File: src/rtl/ui_debounce_if.sv
// ============================================================================
// ui_debounce_if : pad inputs, debounced levels/strobes and change-event handshake
// Revision 1.0
// ============================================================================
`default_nettype none

interface ui_debounce_if #(
  parameter int WIDTH = 8
);
  logic [WIDTH-1:0] din;
  logic [WIDTH-1:0] dout;
  logic [WIDTH-1:0] rise;
  logic [WIDTH-1:0] fall;
  logic             chg_valid;
  logic [WIDTH-1:0] chg_data;
  logic             chg_ready;
  logic             overrun;

  modport master (
    input  din,
    input  chg_ready,
    output dout,
    output rise,
    output fall,
    output chg_valid,
    output chg_data,
    output overrun
  );

  modport slave (
    output din,
    output chg_ready,
    input  dout,
    input  rise,
    input  fall,
    input  chg_valid,
    input  chg_data,
    input  overrun
  );
endinterface

`default_nettype wire

File: src/rtl/ui_debounce.sv
// ============================================================================
// ui_debounce : per-bit synchronizer + debouncer with one-shot change snapshots
// Revision 1.0
// ============================================================================
`default_nettype none

module ui_debounce #(
  parameter int WIDTH           = 8,
  parameter int SYNC_STAGES     = 2,
  parameter int DEBOUNCE_CYCLES = 50000
) (
  input  logic          clk,
  input  logic          rst,
  ui_debounce_if.master bus
);
  localparam int            CW        = $clog2(DEBOUNCE_CYCLES + 1);
  localparam logic [CW-1:0] C_CNT_MAX = CW'(DEBOUNCE_CYCLES - 1);
  localparam logic [CW-1:0] C_CNT_ONE = CW'(1);

  logic [WIDTH-1:0] r_dout;
  logic [WIDTH-1:0] r_rise;
  logic [WIDTH-1:0] r_fall;
  logic             r_chg_valid;
  logic [WIDTH-1:0] r_chg_data;
  logic             r_overrun;
  logic [WIDTH-1:0] w_toggle;
  logic [WIDTH-1:0] w_dout_next;
  logic             w_any_change;

  for (genvar i = 0; i < WIDTH; i++) begin : g_bit
    logic [SYNC_STAGES-1:0] r_sync;
    logic [CW-1:0]          r_cnt;
    logic                   w_mismatch;

    assign w_mismatch  = r_sync[SYNC_STAGES-1] != r_dout[i];
    assign w_toggle[i] = w_mismatch && (r_cnt == C_CNT_MAX);

    always_ff @(posedge clk) begin
      if (rst) begin
        r_sync <= '0;
        r_cnt  <= '0;
      end else begin
        r_sync <= {r_sync[SYNC_STAGES-2:0], bus.din[i]};
        // A matching cycle or an accepted toggle both restart the count
        if (!w_mismatch || w_toggle[i]) begin
          r_cnt <= '0;
        end else begin
          r_cnt <= r_cnt + C_CNT_ONE;
        end
      end
    end
  end

  assign w_dout_next  = r_dout ^ w_toggle;
  assign w_any_change = |w_toggle;

  always_ff @(posedge clk) begin
    if (rst) begin
      r_dout      <= '0;
      r_rise      <= '0;
      r_fall      <= '0;
      r_chg_valid <= 1'b0;
      r_chg_data  <= '0;
      r_overrun   <= 1'b0;
    end else begin
      r_dout <= w_dout_next;
      r_rise <= w_toggle & ~r_dout;
      r_fall <= w_toggle & r_dout;
      // The event comes from the toggle decision so it lands with dout
      if (w_any_change) begin
        r_chg_valid <= 1'b1;
        r_chg_data  <= w_dout_next;
        if (r_chg_valid && !bus.chg_ready) begin
          r_overrun <= 1'b1;
        end
      end else if (r_chg_valid && bus.chg_ready) begin
        r_chg_valid <= 1'b0;
      end
    end
  end

  assign bus.dout      = r_dout;
  assign bus.rise      = r_rise;
  assign bus.fall      = r_fall;
  assign bus.chg_valid = r_chg_valid;
  assign bus.chg_data  = r_chg_data;
  assign bus.overrun   = r_overrun;

endmodule

`default_nettype wire

File: src/flat_wrapper.sv
// flat-port wrapper written by rule: the top's interface ports become plain ports
module ui_debounce_flat 
#(
  parameter int WIDTH           = 8,
  parameter int SYNC_STAGES     = 2,
  parameter int DEBOUNCE_CYCLES = 50000
)
  (clk, rst, bus_din, bus_chg_ready, bus_dout, bus_rise, bus_fall, bus_chg_valid, bus_chg_data, bus_overrun);
  ui_debounce_if #(.WIDTH(WIDTH)) bus_i ();
  input  logic clk;
  input  logic rst;
  input wire logic [$bits(bus_i.din)-1:0] bus_din;
  input wire logic [$bits(bus_i.chg_ready)-1:0] bus_chg_ready;
  output wire logic [$bits(bus_i.dout)-1:0] bus_dout;
  output wire logic [$bits(bus_i.rise)-1:0] bus_rise;
  output wire logic [$bits(bus_i.fall)-1:0] bus_fall;
  output wire logic [$bits(bus_i.chg_valid)-1:0] bus_chg_valid;
  output wire logic [$bits(bus_i.chg_data)-1:0] bus_chg_data;
  output wire logic [$bits(bus_i.overrun)-1:0] bus_overrun;
  assign bus_i.din = bus_din;
  assign bus_i.chg_ready = bus_chg_ready;
  assign bus_dout = bus_i.dout;
  assign bus_rise = bus_i.rise;
  assign bus_fall = bus_i.fall;
  assign bus_chg_valid = bus_i.chg_valid;
  assign bus_chg_data = bus_i.chg_data;
  assign bus_overrun = bus_i.overrun;
  ui_debounce #(.WIDTH(WIDTH), .SYNC_STAGES(SYNC_STAGES), .DEBOUNCE_CYCLES(DEBOUNCE_CYCLES)) u_core (.clk(clk), .rst(rst), .bus(bus_i));
endmodule
File: config.mk
export PLATFORM = sky130hd
export DESIGN_NAME = ui_debounce_flat
export DESIGN_NICKNAME = d
export VERILOG_FILES = /design/src/rtl/ui_debounce_if.sv /design/src/rtl/ui_debounce.sv /design/src/flat_wrapper.sv
export SDC_FILE = /design/constraint.sdc
export NUM_CORES = 1
export LEC_CHECK = 0
export BUFFER_PORTS_ARGS = -buffer_cell sky130_fd_sc_hd__clkbuf_2
export CAP_MARGIN = 20
export CORE_MARGIN = 4
export CORE_UTILIZATION = 40
export CTS_CLUSTER_SIZE = 25
export DETAILED_ROUTE_END_ITERATION = 7
export GPL_ROUTABILITY_DRIVEN = 0
export SYNTH_ARGS = -nofsm -noshare
export SYNTH_HDL_FRONTEND = slang
export SYNTH_SLANG_ARGS = --single-unit
File: constraint.sdc
create_clock -name clk -period 2.6 [get_ports clk]
set_input_delay 0.52 -clock clk [delete_from_list [all_inputs] [get_ports clk]]
set_output_delay 0.52 -clock clk [all_outputs]
set_load 0.005 [all_outputs]
# After elaboration in Yosys (flattened, before gate mapping)
# Index checks and enable logic that the tools add are counted.
# W data, S select, Z words.
[word_totals]
ram_bits = 0
elab_cells = 90
latch_bits = 0
mem_count = 0
regBits = 178
rom_bits = 0
output_inout_bits = 34
in_bits = 11
[op_classes]
shift = 0
n_mux = 2
bitwise = 4
n_reduce_logical = 38
eq_ne = 16
mul = 0
magnitude_cmp = 0
n_addsub = 8
n_div = 0
[ops]
columns = ["op", "n"]
rows = [
  ["$add A16 B1 Y16 const B", 8],
  ["$eq A16 B16 Y1 const B", 8],
  ["$and A8 B8 Y8", 2],
  ["$reduce_or A2 Y1", 8],
  ["$logic_and A1 B1 Y1", 10],
  ["$logic_not A1 Y1", 9],
  ["$logic_or A1 B1 Y1", 8],
  ["$ne A1 B1 Y1", 8],
  ["$not A8 Y8", 1],
  ["$reduce_or A8 Y1", 1],
  ["$xor A8 B8 Y8", 1],
  ["$mux W1", 2],
  ["$reduce_and A2 Y1", 1],
  ["$reduce_bool A2 Y1", 1],
]

# Depth between registers and ports, before layout
# Gate-level depths: netlist of the first run.
[depth]
ltp_word = 4
mapped_depth = 7
depth_no_buf = 6

# Least setup slack after synthesis of the first run
# No wires, ideal clock.
[synth_timing]
path_kind = "reg-to-reg"
start = "register u_core.g_bit[1].r_cnt[0]"
end = "register u_core.r_chg_data[0] (netlist: u_core.bus.chg_data[0])"
setup_time_ns = 0.121
synth_period_minus_slack_ns = 2.238
setup_slack_ns = 0.362
path_stages_with_launch = 8
t_required_ns = 2.479
arrival_ns = 2.117
n_path_buf = 1
path_cell_list = "dfxtp_1 > ha_1 > and3_1 > clkbuf_1 > nand4_1 > o22ai_1 > nor4_4 > mux2_4"
[synth_between]
elab_chain_cells = 3
[synth_lines]
columns = ["item", "line_no", "text"]
rows = [
  ["start: declaration", "ui_debounce.sv:32", "logic [CW-1:0] r_cnt;"],
  ["start signal: assignment", "ui_debounce.sv:48", "r_cnt <= r_cnt + C_CNT_ONE;"],
  ["$eq A16 B16 Y1", "ui_debounce.sv:36", "assign w_toggle[i] = w_mismatch && (r_cnt == C_CNT_MAX);"],
  ["$logic_and A1 B1 Y1", "ui_debounce.sv:36", ""],
  ["$reduce_or A8 Y1", "ui_debounce.sv:55", "assign w_any_change = |w_toggle;"],
  ["end signal: assignment", "ui_debounce.sv:72", "r_chg_data <= w_dout_next;"],
  ["end: declaration", "ui_debounce.sv:24", "logic [WIDTH-1:0] r_chg_data;"],
]
# Every way passes these cells.
# A chain may end at the register's enable or synchronous reset.

# Final worst setup path of the first run
[layout_timing]
start = "register u_core.g_bit[3].r_cnt[0]"
end = "register u_core.r_chg_data[5] (netlist: u_core.bus.chg_data[5])"
[layout_between]
elab_chain_cells = 3
[layout_lines]
columns = ["item", "line_no"]
rows = [
  ["start: declaration", "ui_debounce.sv:32"],
  ["start signal: assignment", "ui_debounce.sv:48"],
  ["$eq A16 B16 Y1", "ui_debounce.sv:36"],
  ["$logic_and A1 B1 Y1", "ui_debounce.sv:36"],
  ["$reduce_or A8 Y1", "ui_debounce.sv:55"],
]
# Every way passes these cells.

==> results of run 1 <==
==> cells by family after synthesis <==
kind of cell	Yosys count	share of synthesized area, %
AOI/OAI and AO/OA	20	2.03
and+or+nand+nor	397	29.1
buffers and inverters	30	1.63
DFF	178	49.4
muxes	16	2.77
adders and majority gates	8	1.39
xor gates and xnor gates	113	13.7
==> layer usage <==
layer,part of all wire (%),global-route usage [%],wire length [µm],up-vias
li1,-,-,-,2715
met1,51,19.9,6740,2375
met2,43,21.1,5640,67
met3,5.0,3.49,667,12
met4,1.6,5.25,208,0
met5,0,0,0,-
==> stage by stage <==
stage / worst slack, ns / instances / cell area, µm² / hold WS (ns)
final: 0.175 / 1054 / 8350 / 0.299
after global routing: 0.0126 / 1054 / 8350 / 0.296
after global placement: 0.219 / 1022 / 7720 / 0.416
after floorplan: 0.362 / 762 / 7220 / 0.414
after CTS: 0.125 / 1054 / 8350 / 0.280
after detailed placement: 0.141 / 1022 / 7720 / 0.425
==> state kept, by name (all words and copies together), names as in the netlist <==
signal,count
u_core.bus.chg_data,8
u_core.bus.fall,8
u_core.bus.chg_valid,1
u_core.bus.rise,8
u_core.bus.dout,8
u_core.bus.overrun,1
u_core.g_bit.r_cnt,128
u_core.g_bit.r_sync,16
==> synthesized netlist by cell type (11+ instances only) <==
master,instances
sky130_fd_sc_hd__dfxtp_1,178
sky130_fd_sc_hd__nor2_1,151
sky130_fd_sc_hd__xor2_1,59
sky130_fd_sc_hd__xnor2_1,54
sky130_fd_sc_hd__nand3_1,49
sky130_fd_sc_hd__nand2_1,39
sky130_fd_sc_hd__and3_1,28
sky130_fd_sc_hd__nor2b_1,25
sky130_fd_sc_hd__nand4_1,23
sky130_fd_sc_hd__nor4b_1,19
sky130_fd_sc_hd__clkbuf_1,13
sky130_fd_sc_hd__nor3_1,13
sky130_fd_sc_hd__inv_1,11
==> final timing paths <==
check	start	end	slack, ns	depth (start not counted)
worst max register to register	u_core.g_bit[3].r_cnt[0]	u_core.bus.chg_data[5]	0.17	6
worst min register to register	u_core.g_bit[5].r_sync[0]	u_core.g_bit[5].r_sync[1]	0.43	1
worst max-delay path	u_core.g_bit[3].r_cnt[0]	u_core.bus.chg_data[5]	0.17	6
worst min-delay path	bus_din[3]	u_core.g_bit[3].r_sync[0]	0.30	2
==> layout make-up <==
cell class / instances / area, µm² / area share [%]
clock buffer: 20 / 457 / 5.47
sequential: 178 / 3560 / 42.7
tap: 225 / 282 / 3.37
inverter: 11 / 41.3 / 0.494
multi-input combinational: 554 / 3540 / 42.3
clock inverter: 12 / 178 / 2.13
timing repair buffer: 54 / 295 / 3.54
==> cells in the final DEF, fill, tap and decap left out, types with 4 or more instances in the layout <==
master / n
sky130_fd_sc_hd__mux2i_1: 8
sky130_fd_sc_hd__bufinv_16: 4
sky130_fd_sc_hd__nor4b_1: 19
sky130_fd_sc_hd__nor4bb_1: 10
sky130_fd_sc_hd__dfxtp_1: 178
sky130_fd_sc_hd__xnor2_1: 54
sky130_fd_sc_hd__and3_1: 28
sky130_fd_sc_hd__or4_1: 4
sky130_fd_sc_hd__a21oi_1: 8
sky130_fd_sc_hd__mux2_4: 8
sky130_fd_sc_hd__nor3_1: 13
sky130_fd_sc_hd__nand4_1: 23
sky130_fd_sc_hd__clkbuf_16: 17
sky130_fd_sc_hd__nor4_1: 6
sky130_fd_sc_hd__or3_1: 9
sky130_fd_sc_hd__xor2_1: 59
sky130_fd_sc_hd__and4_1: 7
sky130_fd_sc_hd__nand3_1: 49
sky130_fd_sc_hd__ha_1: 8
sky130_fd_sc_hd__nor2b_1: 25
sky130_fd_sc_hd__nor2_1: 151
sky130_fd_sc_hd__o21ai_0: 7
sky130_fd_sc_hd__inv_1: 11
sky130_fd_sc_hd__nand2_1: 39
sky130_fd_sc_hd__buf_4: 10
sky130_fd_sc_hd__clkbuf_2: 44
==> critical path, stage by stage, from the launching register on <==
cell	delay, ns
sky130_fd_sc_hd__dfxtp_1	0.33
sky130_fd_sc_hd__ha_1	0.27
sky130_fd_sc_hd__and4_1	0.19
sky130_fd_sc_hd__nand4_1	0.20
sky130_fd_sc_hd__o22ai_4	0.10
sky130_fd_sc_hd__nor4_4	0.86
sky130_fd_sc_hd__mux2_4	0.35
==> power by group through the flow <==
| stage | clock network (mW) | logic, mW | registers [mW] |
|---|---|---|---|
| 3_3_place_gp | 0 | 0.0666 | 2.81 |
| 4_1_cts | 2.80 | 0.0670 | 2.75 |
| 3_5_place_dp | 0 | 0.0666 | 2.81 |
| 6_report | 2.73 | 0.0649 | 2.75 |
| 5_1_grt | 2.93 | 0.0739 | 2.75 |
| 2_1_floorplan | 0 | 0.0436 | 2.81 |
==> impl_results.html, run 1 <==
<table>
<tr><th>Metric</th><th>Value</th></tr>
<tr><th colspan="2">Run status</th></tr>
<tr><td>Result of the run</td><td>finished clean</td></tr>
<tr><th colspan="2">Setup path</th></tr>
<tr><td>Critical path startpoint category</td><td>flop</td></tr>
<tr><td>Crit Path Max Fanout</td><td>10</td></tr>
<tr><td>Critical path type</td><td>reg2reg</td></tr>
<tr><td>Element type at the critical path end</td><td>flop</td></tr>
<tr><td>Data required time at the worst endpoint</td><td>2.91 ns</td></tr>
<tr><td>Signal arrival time at the worst endpoint</td><td>2.74 ns</td></tr>
<tr><th colspan="2">Power and ir drop</th></tr>
<tr><td>Total design power</td><td>5.54 mW</td></tr>
<tr><td>Internal power component</td><td>4.43 mW</td></tr>
<tr><td>Share of total power consumed by net switching</td><td>20.1%</td></tr>
<tr><td>Fraction of power consumed by combinational cells</td><td>1.2%</td></tr>
<tr><td>Fraction of power consumed by sequential logic</td><td>49.6%</td></tr>
<tr><td>Max IR drop VDD</td><td>0.000484 V</td></tr>
<tr><td>Clk network pwr share</td><td>49.2%</td></tr>
<tr><td>Net switching power</td><td>1.11 mW</td></tr>
<tr><td>Static Leak</td><td>2.97 nW</td></tr>
<tr><td>PwrDens</td><td>664 mW/mm²</td></tr>
<tr><th colspan="2">Floorplan</th></tr>
<tr><td>Total Die Area</td><td>0.0203 mm²</td></tr>
<tr><td>Placeable core region</td><td>0.0175 mm²</td></tr>
<tr><td>Height of the chip</td><td>142 µm</td></tr>
<tr><td>Horizontal die dimension</td><td>142 µm</td></tr>
<tr><td>Effective utilization at floorplan</td><td>41.3%</td></tr>
<tr><td>Core Rows</td><td>48</td></tr>
<tr><td>Number of top-level design ports</td><td>45</td></tr>
<tr><th colspan="2">Drt</th></tr>
<tr><td>Per-cell routed wire length</td><td>12.6 µm</td></tr>
<tr><td>Residual antenna-violating net count after detailed routing</td><td>0</td></tr>
<tr><td>Number of detailed-route iterations in the first pass</td><td>4</td></tr>
<tr><td>DR DRC count</td><td>0</td></tr>
<tr><td>Final wirelength</td><td>13.3 mm</td></tr>
<tr><td>Vias</td><td>5169</td></tr>
<tr><td>Detailed-route vias per instance</td><td>4.90</td></tr>
<tr><td>Iteration-0 DRC Markers</td><td>254</td></tr>
<tr><th colspan="2">CTS</th></tr>
<tr><td>Clock tree sinks</td><td>178</td></tr>
<tr><td>TritonCTS clock tree</td><td>built</td></tr>
<tr><td>Clock buffer depth</td><td>2</td></tr>
<tr><td>Clock root buffer master</td><td>sky130_fd_sc_hd__clkbuf_16</td></tr>
<tr><td>Count of buffers added by post-CTS timing repair for setup</td><td>0</td></tr>
<tr><td>H-tree Lvls</td><td>4</td></tr>
<tr><td>CTS buffer count</td><td>17</td></tr>
<tr><td>Number of instances resized during post-cts repair</td><td>0</td></tr>
<tr><td>Clock Latency Late Sink</td><td>0.42 ns</td></tr>
<tr><td>Clock transition time at the flip-flop clock pins of the worst setup and hold paths</td><td>0.07 ns</td></tr>
<tr><td>Count of hold-fix buffers inserted at cts</td><td>0</td></tr>
<tr><th colspan="2">Synth</th></tr>
<tr><td>Cell count after synthesis</td><td>762</td></tr>
<tr><td>Synth Flop Type</td><td>sky130_fd_sc_hd__dfxtp_1</td></tr>
<tr><td>Async set-or-reset flop fraction in the synthesized netlist</td><td>0%</td></tr>
<tr><td>Yosys warning total</td><td>0</td></tr>
<tr><td>Ranking of synthesized cells by area</td><td>sky130_fd_sc_hd__dfxtp_1 49%, sky130_fd_sc_hd__nor2_1 7.9%, sky130_fd_sc_hd__xor2_1 7.2%, sky130_fd_sc_hd__xnor2_1 6.6%, sky130_fd_sc_hd__nand3_1 3.4%</td></tr>
<tr><td>Synthesized flop and latch total</td><td>178</td></tr>
<tr><td>Number of flops mapped to enable cells by yosys</td><td>0</td></tr>
<tr><td>Syn nets</td><td>781</td></tr>
<tr><td>Number of distinct standard cells referenced by the synthesized netlist</td><td>36</td></tr>
<tr><td>Post-synthesis area per instance</td><td>9.47 µm²</td></tr>
<tr><td>Share of the synthesized area in the top cell type</td><td>49.4%</td></tr>
<tr><td>Post-synthesis instance area</td><td>0.00722 mm²</td></tr>
<tr><td>Most area-hungry cell type in the Yosys netlist</td><td>sky130_fd_sc_hd__dfxtp_1</td></tr>
<tr><td>Post-synthesis sequential area ratio</td><td>49.4%</td></tr>
<tr><th colspan="2">Final layout</th></tr>
<tr><td>Ratio of cells with drive above 1 in the final layout</td><td>11.9%</td></tr>
<tr><td>Nets</td><td>835</td></tr>
<tr><td>Layout fillers</td><td>1638</td></tr>
<tr><td>Utilization after layout</td><td>47.8%</td></tr>
<tr><td>Antenna diodes</td><td>0</td></tr>
<tr><td>Synthesis-to-layout area growth</td><td>15.7%</td></tr>
<tr><th colspan="2">GRT</th></tr>
<tr><td>GRT overflow</td><td>0</td></tr>
<tr><td>Vias in the first global route</td><td>4915</td></tr>
<tr><td>Overall fraction of global-route tracks in use</td><td>14.2%</td></tr>
<tr><td>Global-route wire length before repair</td><td>23.3 mm</td></tr>
<tr><td>Maximum number of pins on one net before global-route repair</td><td>30</td></tr>
<tr><td>Number of antenna violations at the first check in global routing</td><td>0</td></tr>
<tr><th colspan="2">Timing</th></tr>
<tr><td>Number of endpoints with negative hold slack in the final report</td><td>0</td></tr>
<tr><td>Max-slew headroom</td><td>35.0%</td></tr>
<tr><td>Slew Limit Fails</td><td>0</td></tr>
<tr><td>Min cycle time layout</td><td>2.43 ns</td></tr>
<tr><td>Worst Tran Pin Value</td><td>0.968 ns</td></tr>
<tr><td>Clock Skew</td><td>0.00820 ns</td></tr>
<tr><td>Count of final setup violators</td><td>0</td></tr>
<tr><td>Maximum frequency from static timing analysis</td><td>0.412 GHz</td></tr>
<tr><td>Portion of the clock cycle consumed by the worst path in the final layout</td><td>93.3%</td></tr>
<tr><td>Unrepaired setup endpoints after global routing</td><td>false</td></tr>
<tr><td>Final total negative setup slack</td><td>0 ns</td></tr>
<tr><th colspan="2">Placement</th></tr>
<tr><td>Estimated wirelength of the detail-placed design</td><td>9.20 mm</td></tr>
<tr><td>Port Buffer Count</td><td>44</td></tr>
<tr><th colspan="2">Min path</th></tr>
<tr><td>Kind of path behind the tightest hold check</td><td>in2reg</td></tr>
<tr><th colspan="2">Run</th></tr>
<tr><td># Max-Cap Violations</td><td>0</td></tr>
</table>
No activity file was read; power rests on OpenSTA's default activity.
==> inputs of run 2 (changes only) <==
--- a/config.mk
+++ b/config.mk
@@ -5,6 +5,7 @@
 export SDC_FILE = /design/constraint.sdc
 export NUM_CORES = 1
 export LEC_CHECK = 0
+export ABC_AREA = 1
 export BUFFER_PORTS_ARGS = -buffer_cell sky130_fd_sc_hd__clkbuf_2
 export CAP_MARGIN = 20
 export CORE_MARGIN = 4
==> impl_results.html, run 2 <==
<table>
<tr><th>Metric</th><th>Value</th></tr>
<tr><th colspan="2">Drt</th></tr>
<tr><td>Number of detailed-route iterations in the first pass</td><td>5</td></tr>
<tr><td>Detailed-route vias per instance</td><td>4.74</td></tr>
<tr><td>Final wirelength</td><td>16.5 mm</td></tr>
<tr><td>Vias</td><td>6742</td></tr>
<tr><td>DR DRC count</td><td>0</td></tr>
<tr><td>Per-cell routed wire length</td><td>11.6 µm</td></tr>
<tr><td>Iteration-0 DRC Markers</td><td>396</td></tr>
<tr><td>Residual antenna-violating net count after detailed routing</td><td>0</td></tr>
<tr><th colspan="2">Synth</th></tr>
<tr><td>Cell count after synthesis</td><td>1095</td></tr>
<tr><td>Synth Flop Type</td><td>sky130_fd_sc_hd__dfxtp_1</td></tr>
<tr><td>Syn nets</td><td>1114</td></tr>
<tr><td>Cell with the most instances after synthesis</td><td>sky130_fd_sc_hd__nor2_1</td></tr>
<tr><td>Async set-or-reset flop fraction in the synthesized netlist</td><td>0%</td></tr>
<tr><td>Number of distinct standard cells referenced by the synthesized netlist</td><td>40</td></tr>
<tr><td>Ranking of synthesized cells by area</td><td>sky130_fd_sc_hd__dfxtp_1 45%, sky130_fd_sc_hd__nor2_1 10%, sky130_fd_sc_hd__nand2_1 9.4%, sky130_fd_sc_hd__inv_1 5.8%, sky130_fd_sc_hd__a21oi_1 3.8%</td></tr>
<tr><td>Number of flops mapped to enable cells by yosys</td><td>0</td></tr>
<tr><td>Top cells by count, synth</td><td>211 x sky130_fd_sc_hd__nor2_1, 198 x sky130_fd_sc_hd__nand2_1, 178 x sky130_fd_sc_hd__dfxtp_1</td></tr>
<tr><td>Share of the synthesized area in the top cell type</td><td>44.9%</td></tr>
<tr><td>Yosys warning total</td><td>0</td></tr>
<tr><td>Post-synthesis area per instance</td><td>7.25 µm²</td></tr>
<tr><td>Post-synthesis sequential area ratio</td><td>44.9%</td></tr>
<tr><td>Synthesized flop and latch total</td><td>178</td></tr>
<tr><td>Most area-hungry cell type in the Yosys netlist</td><td>sky130_fd_sc_hd__dfxtp_1</td></tr>
<tr><td>Post-synthesis instance area</td><td>0.00794 mm²</td></tr>
<tr><th colspan="2">Timing</th></tr>
<tr><td>Min cycle time layout</td><td>1.92 ns</td></tr>
<tr><td>Maximum frequency from static timing analysis</td><td>0.520 GHz</td></tr>
<tr><td>Final Hold Slack</td><td>0.267 ns</td></tr>
<tr><td>Max-slew headroom</td><td>57.7%</td></tr>
<tr><td>Worst Tran Pin Value</td><td>0.632 ns</td></tr>
<tr><td>Slew Limit Fails</td><td>0</td></tr>
<tr><td>Portion of the clock cycle consumed by the worst path in the final layout</td><td>73.9%</td></tr>
<tr><td>Final total negative setup slack</td><td>0 ns</td></tr>
<tr><td>Number of endpoints with negative hold slack in the final report</td><td>0</td></tr>
<tr><td>Count of final setup violators</td><td>0</td></tr>
<tr><td>Unrepaired setup endpoints after global routing</td><td>false</td></tr>
<tr><td>Clock Skew</td><td>0.00727 ns</td></tr>
<tr><th colspan="2">GRT</th></tr>
<tr><td>Maximum number of pins on one net before global-route repair</td><td>36</td></tr>
<tr><td>GRT overflow</td><td>0</td></tr>
<tr><td>Vias in the first global route</td><td>6283</td></tr>
<tr><td>Overall fraction of global-route tracks in use</td><td>15.7%</td></tr>
<tr><td>Number of antenna violations at the first check in global routing</td><td>0</td></tr>
<tr><td>Global-route wire length before repair</td><td>28.8 mm</td></tr>
<tr><th colspan="2">Power and ir drop</th></tr>
<tr><td>Total design power</td><td>5.39 mW</td></tr>
<tr><td>Fraction of power consumed by sequential logic</td><td>51.0%</td></tr>
<tr><td>Static Leak</td><td>3.33 nW</td></tr>
<tr><td>Net switching power</td><td>1.20 mW</td></tr>
<tr><td>Clk network pwr share</td><td>47.7%</td></tr>
<tr><td>Share of total power consumed by net switching</td><td>22.3%</td></tr>
<tr><td>PwrDens</td><td>599 mW/mm²</td></tr>
<tr><td>Internal power component</td><td>4.19 mW</td></tr>
<tr><td>Max IR drop VDD</td><td>0.000442 V</td></tr>
<tr><td>Fraction of power consumed by combinational cells</td><td>1.3%</td></tr>
<tr><th colspan="2">CTS</th></tr>
<tr><td>Count of hold-fix buffers inserted at cts</td><td>0</td></tr>
<tr><td>Clock Latency Late Sink</td><td>0.43 ns</td></tr>
<tr><td>Clock root buffer master</td><td>sky130_fd_sc_hd__clkbuf_16</td></tr>
<tr><td>Clock buffer depth</td><td>2</td></tr>
<tr><td>Clock tree sinks</td><td>178</td></tr>
<tr><td>TritonCTS clock tree</td><td>built</td></tr>
<tr><td>Count of buffers added by post-CTS timing repair for setup</td><td>0</td></tr>
<tr><td>CTS buffer count</td><td>17</td></tr>
<tr><td>H-tree Lvls</td><td>4</td></tr>
<tr><td>Number of instances resized during post-cts repair</td><td>0</td></tr>
<tr><td>Clock transition time at the flip-flop clock pins of the worst setup and hold paths</td><td>0.07 ns</td></tr>
<tr><th colspan="2">Setup path</th></tr>
<tr><td>Critical path startpoint category</td><td>flop</td></tr>
<tr><td>Signal arrival time at the worst endpoint</td><td>2.30 ns</td></tr>
<tr><td>Number of buffer and inverter stages on the critical path</td><td>1</td></tr>
<tr><td>Most frequent cell on the critical path</td><td>sky130_fd_sc_hd__nand2_1</td></tr>
<tr><td>Data required time at the worst endpoint</td><td>2.98 ns</td></tr>
<tr><td>Crit Path Max Fanout</td><td>16</td></tr>
<tr><td>Slowest stage cell, crit path</td><td>sky130_fd_sc_hd__nand3_1</td></tr>
<tr><td>Max stage delay on crit path</td><td>0.46 ns</td></tr>
<tr><td>Cell Chain, Critical Path</td><td>ha_1 &gt; nand2_1 &gt; inv_1 &gt; nand2_1 &gt; nor2_1 &gt; nand4_1 &gt; nand3_1 &gt; a21oi_1 &gt; o21a_1</td></tr>
<tr><td>Element type at the critical path end</td><td>flop</td></tr>
<tr><td>Critical path type</td><td>reg2reg</td></tr>
<tr><td>Cell family contributing the most delay on the critical path</td><td>simple AND/OR/NAND/NOR gates</td></tr>
<tr><th colspan="2">Floorplan</th></tr>
<tr><td>Placeable core region</td><td>0.0195 mm²</td></tr>
<tr><td>Total Die Area</td><td>0.0222 mm²</td></tr>
<tr><td>Core Rows</td><td>51</td></tr>
<tr><td>Height of the chip</td><td>149 µm</td></tr>
<tr><td>Number of top-level design ports</td><td>45</td></tr>
<tr><td>Effective utilization at floorplan</td><td>40.7%</td></tr>
<tr><td>Horizontal die dimension</td><td>149 µm</td></tr>
<tr><th colspan="2">Final layout</th></tr>
<tr><td>Ratio of cells with drive above 1 in the final layout</td><td>11.0%</td></tr>
<tr><td>Register ranked first by flip-flop count</td><td>u_core.g_bit.r_cnt</td></tr>
<tr><td>Number of flip-flops in the largest register</td><td>128</td></tr>
<tr><td>Nets</td><td>1163</td></tr>
<tr><td>Registers with the most flip-flops</td><td>u_core.g_bit.r_cnt x128, u_core.g_bit.r_sync x16</td></tr>
<tr><td>Leading cell type in the layout, fill and taps excluded</td><td>sky130_fd_sc_hd__nor2_1</td></tr>
<tr><td>Utilization after layout</td><td>46.1%</td></tr>
<tr><td>Antenna diodes</td><td>0</td></tr>
<tr><td>Commonest cells after routing, fill and taps aside</td><td>211 x sky130_fd_sc_hd__nor2_1, 198 x sky130_fd_sc_hd__nand2_1, 178 x sky130_fd_sc_hd__dfxtp_1</td></tr>
<tr><td>Synthesis-to-layout area growth</td><td>13.3%</td></tr>
<tr><th colspan="2">Run status</th></tr>
<tr><td>Result of the run</td><td>finished clean</td></tr>
<tr><th colspan="2">Min path</th></tr>
<tr><td>Kind of path behind the tightest hold check</td><td>in2reg</td></tr>
<tr><th colspan="2">Run</th></tr>
<tr><td># Max-Cap Violations</td><td>0</td></tr>
<tr><th colspan="2">Placement</th></tr>
<tr><td>Port Buffer Count</td><td>44</td></tr>
<tr><td>Estimated wirelength of the detail-placed design</td><td>11.8 mm</td></tr>
</table>
## run 2: cell type report
class	count	area (µm²)
clock inverters	14	154
fillers	1983	10500
flip-flops and latches	178	3560
multi-input cells	763	3770
repair buffers	45	228
clock buffers	17	425
inverters	139	522
well taps	265	332
## run 2: power by group through the flow
stage	logic, mW	registers (mW)	clock network [mW]
2_1_floorplan	0.0515	2.81	0
6_report	0.0725	2.75	2.57
3_3_place_gp	0.0744	2.81	0
3_5_place_dp	0.0750	2.81	0
5_1_grt	0.0849	2.75	2.74
4_1_cts	0.0752	2.75	2.63
## run 2: through the flow
| step | worst slack (ns) | instances | area, µm² |
|---|---|---|---|
| 2_1_floorplan | 1.08 | 1095 | 7940 |
| 3_3_place_gp | 0.525 | 1390 | 8420 |
| 3_5_place_dp | 0.521 | 1390 | 8420 |
| 4_1_cts | 0.609 | 1421 | 9000 |
| 5_1_grt | 0.338 | 1421 | 9000 |
| 6_report | 0.677 | 1421 | 9000 |
## run 2: path summary, 6_finish.rpt
path,from,cells after the start,end,slack [ns]
worst max-delay path,u_core.g_bit[2].r_cnt[0],9,u_core.g_bit[2].r_cnt[8],0.68
worst min-delay path,bus_din[3],3,u_core.g_bit[3].r_sync[0],0.27
worst max register to register,u_core.g_bit[2].r_cnt[0],9,u_core.g_bit[2].r_cnt[8],0.68
worst min register to register,u_core.g_bit[4].r_sync[0],2,u_core.g_bit[4].r_sync[1],0.40
## run 2: cell families (layout without fill, tap and decap cells)
kind of cell / Yosys count / after routing / synth area share (%)
AND/OR/NAND/NOR: 632 / 632 / 36.6
XOR/XNOR: 30 / 30 / 3.31
AO/OA/AOI/OAI: 93 / 93 / 6.35
adder cells (fa/ha/maj): 8 / 8 / 1.26
flip-flops: 178 / 178 / 44.9
buffers and inverters: 154 / 215 / 7.59
## run 2: worst register-to-register path: stages, from the launching register on
cell                      delay [ns]
sky130_fd_sc_hd__dfxtp_1        0.33
sky130_fd_sc_hd__ha_1           0.21
sky130_fd_sc_hd__nand2_1        0.07
sky130_fd_sc_hd__inv_1          0.06
sky130_fd_sc_hd__nand2_1        0.13
sky130_fd_sc_hd__nor2_1         0.07
sky130_fd_sc_hd__nand4_1        0.11
sky130_fd_sc_hd__nand3_1        0.46
sky130_fd_sc_hd__a21oi_1        0.29
sky130_fd_sc_hd__o21a_1         0.14
## run 2: layer usage
metal  track usage [%]  up-vias  wire length (µm)
li1                  -     3618                 -
met5                 0        -                 0
met3              5.59       25               700
met2              25.1       96              7510
met4              4.76        0               319
met1              20.2     3003              7920
